--- src/rtl/matrix_mac_engine.sv ---
// N x N signed matrix multiply: one MAC per cycle, results streamed out row-major with a valid/ready handshake.
// Optional build macro MATMUL_SAT_EN: saturating accumulation with a sticky per-element overflow flag on res_ovf.
module matrix_mac_engine #(
    parameter int N      = 8,
    parameter int DATA_W = 16,
    parameter int ACC_W  = 40
) (
    input  logic                   clk,
    input  logic                   rst_n,
    input  logic                   start,
    input  logic                   a_wr_en,
    input  logic [2*$clog2(N)-1:0] a_wr_addr,
    input  logic [DATA_W-1:0]      a_wr_data,
    input  logic                   b_wr_en,
    input  logic [2*$clog2(N)-1:0] b_wr_addr,
    input  logic [DATA_W-1:0]      b_wr_data,
    output logic                   busy,
    output logic                   res_valid,
    input  logic                   res_ready,
    output logic [ACC_W-1:0]       res_data,
    output logic [$clog2(N)-1:0]   res_row,
    output logic [$clog2(N)-1:0]   res_col,
    output logic                   res_ovf,
    output logic                   done
);
    localparam int IW = $clog2(N);
    localparam logic [IW-1:0] LAST = IW'(N - 1);

    typedef enum logic [1:0] {IDLE, MAC, OUT} state_t;
    state_t state, state_next;

    logic [DATA_W-1:0] a_mem [N*N];
    logic [DATA_W-1:0] b_mem [N*N];

    logic [IW-1:0]              i_idx, j_idx, k_idx;
    logic signed [ACC_W-1:0]    acc, acc_next, base, prod_ext;
    logic signed [DATA_W-1:0]   a_op, b_op;
    logic signed [2*DATA_W-1:0] prod;
    logic                       handshake, last_k, last_elem;

    assign handshake = res_valid && res_ready;
    assign last_k    = (k_idx == LAST);
    assign last_elem = (i_idx == LAST) && (j_idx == LAST);
    assign busy      = (state != IDLE);

    // NOTE: operand memories are deliberately left out of reset so contents survive it and map onto plain RAM.
    always_ff @(posedge clk) begin
        if (state == IDLE) begin
            if (a_wr_en) a_mem[a_wr_addr] <= a_wr_data;
            if (b_wr_en) b_mem[b_wr_addr] <= b_wr_data;
        end
    end

    // NOTE: state registers use non-blocking assignments so every flop samples pre-edge values.
    always_ff @(posedge clk or negedge rst_n) begin
        if (!rst_n) state <= IDLE;
        else        state <= state_next;
    end

    // NOTE: next state is defaulted first so no path through the case leaves it unassigned (no latch).
    always_comb begin
        state_next = state;
        case (state)
            IDLE:    if (start) state_next = MAC;
            MAC:     if (last_k) state_next = OUT;
            OUT:     if (handshake) state_next = last_elem ? IDLE : MAC;
            default: state_next = IDLE;
        endcase
    end

    // Full-width signed product, sign-extended before it joins the running sum.
    assign a_op     = a_mem[{i_idx, k_idx}];
    assign b_op     = b_mem[{k_idx, j_idx}];
    assign prod     = (2*DATA_W)'(a_op) * (2*DATA_W)'(b_op);
    assign prod_ext = ACC_W'(prod);
    assign base     = (k_idx == '0) ? '0 : acc;

`ifdef MATMUL_SAT_EN
    localparam logic signed [ACC_W-1:0] ACC_MAX = {1'b0, {(ACC_W-1){1'b1}}};
    localparam logic signed [ACC_W-1:0] ACC_MIN = {1'b1, {(ACC_W-1){1'b0}}};

    logic signed [ACC_W:0] sum_wide;
    logic                  step_ovf, acc_ovf, ovf_next;

    assign sum_wide = (ACC_W+1)'(base) + (ACC_W+1)'(prod_ext);
    assign step_ovf = (sum_wide[ACC_W] != sum_wide[ACC_W-1]);
    assign ovf_next = ((k_idx == '0) ? 1'b0 : acc_ovf) | step_ovf;

    always_comb begin
        acc_next = sum_wide[ACC_W-1:0];
        if (step_ovf) acc_next = sum_wide[ACC_W] ? ACC_MIN : ACC_MAX;
    end

    always_ff @(posedge clk or negedge rst_n) begin
        if (!rst_n) begin
            acc_ovf <= 1'b0;
            res_ovf <= 1'b0;
        end else if (state == MAC) begin
            acc_ovf <= ovf_next;
            if (last_k) res_ovf <= ovf_next;
        end
    end
`else
    assign acc_next = base + prod_ext;
    assign res_ovf  = 1'b0;
`endif

    always_ff @(posedge clk or negedge rst_n) begin
        if (!rst_n) begin
            i_idx     <= '0;
            j_idx     <= '0;
            k_idx     <= '0;
            acc       <= '0;
            res_valid <= 1'b0;
            res_data  <= '0;
            res_row   <= '0;
            res_col   <= '0;
            done      <= 1'b0;
        end else begin
            done <= 1'b0;
            case (state)
                IDLE: begin
                    if (start) begin
                        i_idx <= '0;
                        j_idx <= '0;
                        k_idx <= '0;
                    end
                end
                MAC: begin
                    acc   <= acc_next;
                    k_idx <= k_idx + 1'b1;   // wraps to 0 after the last term
                    if (last_k) begin
                        res_valid <= 1'b1;
                        res_data  <= acc_next;
                        res_row   <= i_idx;
                        res_col   <= j_idx;
                    end
                end
                OUT: begin
                    if (handshake) begin
                        res_valid <= 1'b0;
                        j_idx     <= j_idx + 1'b1;
                        if (j_idx == LAST) i_idx <= i_idx + 1'b1;
                        done      <= last_elem;
                    end
                end
                default: ;
            endcase
        end
    end
endmodule

--- config.mk ---
export PLATFORM = sky130hd
export DESIGN_NAME = matrix_mac_engine
export DESIGN_NICKNAME = d
export VERILOG_FILES = /design/src/rtl/matrix_mac_engine.sv
export SDC_FILE = /design/constraint.sdc
export NUM_CORES = 2
export LEC_CHECK = 0
export CAP_MARGIN = 25
export CORE_AREA = 2 2 618 620
export DETAILED_ROUTE_END_ITERATION = 10
export DIE_AREA = 0 0 620 622
export PLACE_DENSITY_LB_ADDON = 0.05
export SYNTH_ARGS = -nofsm -noshare
export SYNTH_HDL_FRONTEND = slang
export SYNTH_SLANG_ARGS = --single-unit
--- constraint.sdc ---
create_clock -name clk -period 11.8 [get_ports clk]
set_clock_uncertainty 0.1 [all_clocks]
set_input_delay 1.18 -clock clk [delete_from_list [all_inputs] [get_ports clk]]
set_output_delay 1.18 -clock clk [all_outputs]
set_load 0.005 [all_outputs]
# Word-level counts from Yosys, hierarchy flattened
# Memories as Yosys holds them, arrays and structs flattened.
# Index checks and enable logic that the tools add are counted.
# op_classes
reduce_logical	14
n_eq_ne	9
mux	24
n_mul	1
add_sub_neg	4
# op_table
op	n
adder 40 x 32 -> 40 bit	1
two-way mux 40 bit	1
multiplier 16 x 16 -> 32 bit	1
one-hot mux 3 bit (2 select lines)	3
two-way mux 3 bit	4
two-way mux 1 bit	11
adder 3 x 1 -> 3 bit, second input constant	3
== test 3 bit, second input constant	3
AND reduction 3 bit	3
!= test 2 bit, second input constant	4
nonzero test 2 bit	4
two-way mux 2 bit	3
one-hot mux 2 bit (3 select lines)	1
AND reduction 2 bit	2
AND reduction 4 bit	1
zero test 3 bit	1
== test 2 x 1 -> 1 bit, second input constant	1
== test 2 bit, second input constant	1
logical AND 1 bit	2
zero test 2 bit	1
one-hot mux 1 bit (2 select lines)	1
# word_totals
input_bits	50
out_inout_bits	50
ramBits	2048
register_bits	99
word_cells	64
memories	2
# memory_table
memory	depth	width	read_ports	rd_ports_with_merged_regs	wr	line_no	source
a_mem	64	16	1	0	1	32	logic [DATA_W-1:0] a_mem [N*N];
b_mem	64	16	1	0	1	33	logic [DATA_W-1:0] b_mem [N*N];

# Longest topological paths before layout
# logic_depth
depth_word	5
depth_mapped	35
ltp_nobuf	29

# Worst setup path before layout
# OpenSTA, ideal clock, no wires.
# synth_timing
path_kind	flip-flop to flip-flop
from	register j_idx[1]
to	register acc[39]
synth_period_minus_slack_ps	8789
t_arrival_ps	8607
slack_ps	3011
required_time_ps	11618
setup_time_ps	82
stages_incl_launch_ff	33
n_path_buf	6
path_cell_list	dfrtp_1 buf_2 buf_2 clkbuf_1 buf_1 mux4_2 mux4_2 mux4_2 buf_4 nand2_1 fa_1 inv_1 fa_1 inv_1 fa_1 fa_1 inv_1 fa_1 inv_1 fa_1 inv_1 ha_1 clkbuf_1 a21o_1 a21o_1 a21oi_1 inv_1 a221oi_1 o21ai_0 a21oi_1 a21oi_1 or3_1 a31oi_1
# synth_between
elab_chain_cells	3
# synth_rtl
element	line_no	source
start, declared	35	logic [IW-1:0] i_idx, j_idx, k_idx;
start signal, assigned	142	j_idx <= j_idx + 1'b1;
memory read (64 x 16 bit)	-	
multiplier 16 x 16 -> 32 bit	74	assign prod = (2*DATA_W)'(a_op) * (2*DATA_W)'(b_op);
adder 40 x 32 -> 40 bit	104	assign acc_next = base + prod_ext;
end signal, assigned	130	acc <= acc_next;
end, declared	36	logic signed [ACC_W-1:0] acc, acc_next, base, prod_ext;
# No other way between the ends.
# A chain may end at the register's enable or synchronous reset.

# Worst setup path after layout
# layout_timing
from	register j_idx[0]
to	register acc[36]
# The elaborated chain is that of the path after synthesis.

==> out/qor.csv <==
stage,metric,value,unit
timing,drv_slew,0,
die,placement_rows,226,
logic_synthesis,synth.area.mux_share,16.0,%
logic_synthesis,yosys.area_share.simple,3.13,%
logic_synthesis,synth_top_family_by_area,multiplexers,
timing,max_slew_margin,33.3,%
timing,hold_viol,0,
hold_path,hold_class,input port to asynchronous set/reset pin,
cts,clk-insertion-delay-late,0.89,ns
logic_synthesis,synth_edf_count,2048,
logic_synthesis,syn_area,94500,µm²
route,wl_per_cell,28.4,µm
route,wl,296000,µm
logic_synthesis,netlist_top_cells_area,"edfxtp_1, mux4_2, fa_1",
logic_synthesis,syn_avg_cell_area,19.4,µm²
timing,fmax,98.1,MHz
setup_path,critPathMostFrequentCell,fa_1,
die,die_h,622,µm
logic_synthesis,synth_top_cell_area_share,65.1,%
cts,clockBufferDepth,4,
timing,setup-tns-final,0,ns
global_route,grt_pass1_vias,50500,
die,die_width,620,µm
logic_synthesis,synthArstFlopShare,4.61,%
place,place_hpwl,179000,µm
cts,numCtsBuffers,267,
setup_path,cp.arrival,10.80,ns
global_route,antenna_found_initial,25,
setup_path,critPathKind,flip-flop to flip-flop,
die,pin_count,100,
job,cap_violations,0,
route,drc_errors,0,
logic_synthesis,synth.most_common_cell,edfxtp_1,
timing,setup_viol,0,
setup_path,cpPeakStageDelay,0.83,ns
logic_synthesis,yosys_register_bits,2147,
cells_and_area,layout-drive-gt1-share,26.6,%
logic_synthesis,yosysWarnings,0,
logic_synthesis,ys_types,58,
cts,cts_tree,done,
logic_synthesis,synthesis.nets,5366,
logic_synthesis,synth_compound_area_share,1.41,%
setup_path,crit_required,12.41,ns
logic_synthesis,ys_seq_area_share,67.7,%
place,routabilityCongestion,0.724,
route,viasPerCell,4.41,
timing,finalCriticalPeriod,10.19,ns
die,core_area,378000,µm²
cells_and_area,final_nets,5700,
logic_synthesis,synth_ff_type,edfxtp_1,
timing,rsz0062_at_grt,false,
cts,clock-sinks,2147,
place,io_buffers,98,
logic_synthesis,yosys.area.top_type,edfxtp_1,
cts,holdBufCountCts,0,
logic_synthesis,synth-xor-area-share,0.371,%
route,drtAntennaViolNets,0,
die,die_area,386000,µm²
logic_synthesis,syn_inst,4864,
setup_path,crit_fanout,45,
route,first_iter_violations,3083,
cells_and_area,area_delta_synth_final,17.7,%
global_route,grt_max_degree,86,
route,dr.pass1.iters,5,
cts,cts_resized,0,
timing,tightest_slew,0.997,ns
route,vias,45900,
run_status,status,"complete, no violations",
setup_path,cp-end-kind,flip-flop,
global_route,grt.overflow.total,0,
cts,post-cts-setup-buffers,0,
global_route,grt_pass1_wl,413000,µm
logic_synthesis,synth_common_cells,"edfxtp_1, mux4_2, inv_1",
setup_path,startpoint_type,flip-flop,
cts,clk_pin_slew,0.06,ns
timing,fin_crit_sh,86.4,%
logic_synthesis,synth_adder_area_share,8.61,%
cts,htree_levels,5,
global_route,grt_use_total,15.3,%
cts,clock-root-buffer,clkbuf_16,
die,start_util,25.0,%
setup_path,slowest_stage,dfrtp_4,
## final cells by class
cell class	count	area, µm²
clock buffers	334	7070
well taps	5016	6280
fillers	37300	267000
multi-input cells	2089	28600
clock inverters	130	1050
diodes	11	27.5
flip-flops and latches	2147	64000
inverters	403	1520
repair buffers	290	2610
## logic make-up (layout without fill, tap and decap cells)
| family | after synthesis | after routing |
|---|---|---|
| AOI/OAI and AO/OA | 214 | 214 |
| xor gates and xnor gates | 40 | 40 |
| adders and majority gates | 452 | 452 |
| buffers and inverters | 628 | 1157 |
| DFF | 2147 | 2147 |
| muxes | 698 | 698 |
| other | 1 | 12 |
| and+or+nand+nor | 684 | 684 |
## state kept, by name, indices dropped and copies added, names as in the netlist, 2 cells and up
| signal | count |
|---|---|
| a_mem | 1024 |
| b_mem | 1024 |
| acc | 40 |
| res_data | 40 |
| i_idx | 3 |
| j_idx | 3 |
| k_idx | 3 |
| res_col | 3 |
| res_row | 3 |
| state | 2 |
## worst max-delay path, delay by kind of cell (launching register included)
kind / cells / cell delay (ns)
flip-flops: 1 / 0.83
multiplexers: 3 / 1.64
adder cells (fa/ha/maj): 7 / 3.34
buffers and inverters: 6 / 1.37
AND/OR/NAND/NOR: 4 / 0.49
AO/OA/AOI/OAI: 8 / 1.81
XOR/XNOR: 1 / 0.27
## worst paths after layout
check	start	end	slack [ns]	depth (start not counted)
min in group clk	acc[0]	acc[0]	0.37	2
setup reg to reg	j_idx[0]	acc[36]	1.61	29
hold reg to reg	acc[0]	acc[0]	0.37	2
setup / recovery	j_idx[0]	acc[36]	1.61	29
hold / removal	rst_n	res_data[3]	0.18	1
max in group asynchronous	rst_n	i_idx[0]	10.15	2
## metrics by stage
step	setup WS, ns	utilization [%]	std cells	area [µm²]	hold WS, ns
2_1_floorplan	3.01	-	4864	94500	0.337
3_3_place_gp	1.50	27.2	9939	103000	0.352
6_report	1.61	29.4	10400	111000	0.183
3_5_place_dp	1.48	27.2	9942	103000	0.354
5_1_grt	0.905	29.4	10400	111000	0.166
4_1_cts	1.43	29.4	10400	111000	0.108
## layout by cell type (no fill, tap or decap), types with 18 or more instances in the layout
master / synthesis / routed
inv_1: 391 / 391
clkinv_1: 0 / 56
clkinv_2: 0 / 37
buf_2: 67 / 32
nand3_1: 18 / 18
xnor2_1: 26 / 26
buf_4: 25 / 165
mux2i_1: 23 / 23
mux4_2: 645 / 645
fa_1: 330 / 330
o21ai_0: 87 / 86
ha_1: 122 / 122
a21oi_1: 32 / 32
dfrtp_1: 99 / 90
clkbuf_16: 0 / 273
nand2_1: 241 / 240
buf_12: 0 / 26
mux2_2: 30 / 30
nor2_4: 0 / 78
nor2_2: 0 / 49
clkbuf_1: 89 / 60
clkdlybuf4s50_1: 0 / 65
and2_1: 48 / 48
edfxtp_1: 2048 / 2048
nor2_1: 296 / 169
## metal layers
metal	share of wire, %	global-route usage, %
met5	0.0061	0
met4	3.1	4.49
met3	3.2	2.02
met2	49	25.8
met1	45	20.6
Power is left out: the tool's default activity adds up to more than one toggle a clock period on the data nets, which glitch-free logic cannot reach.
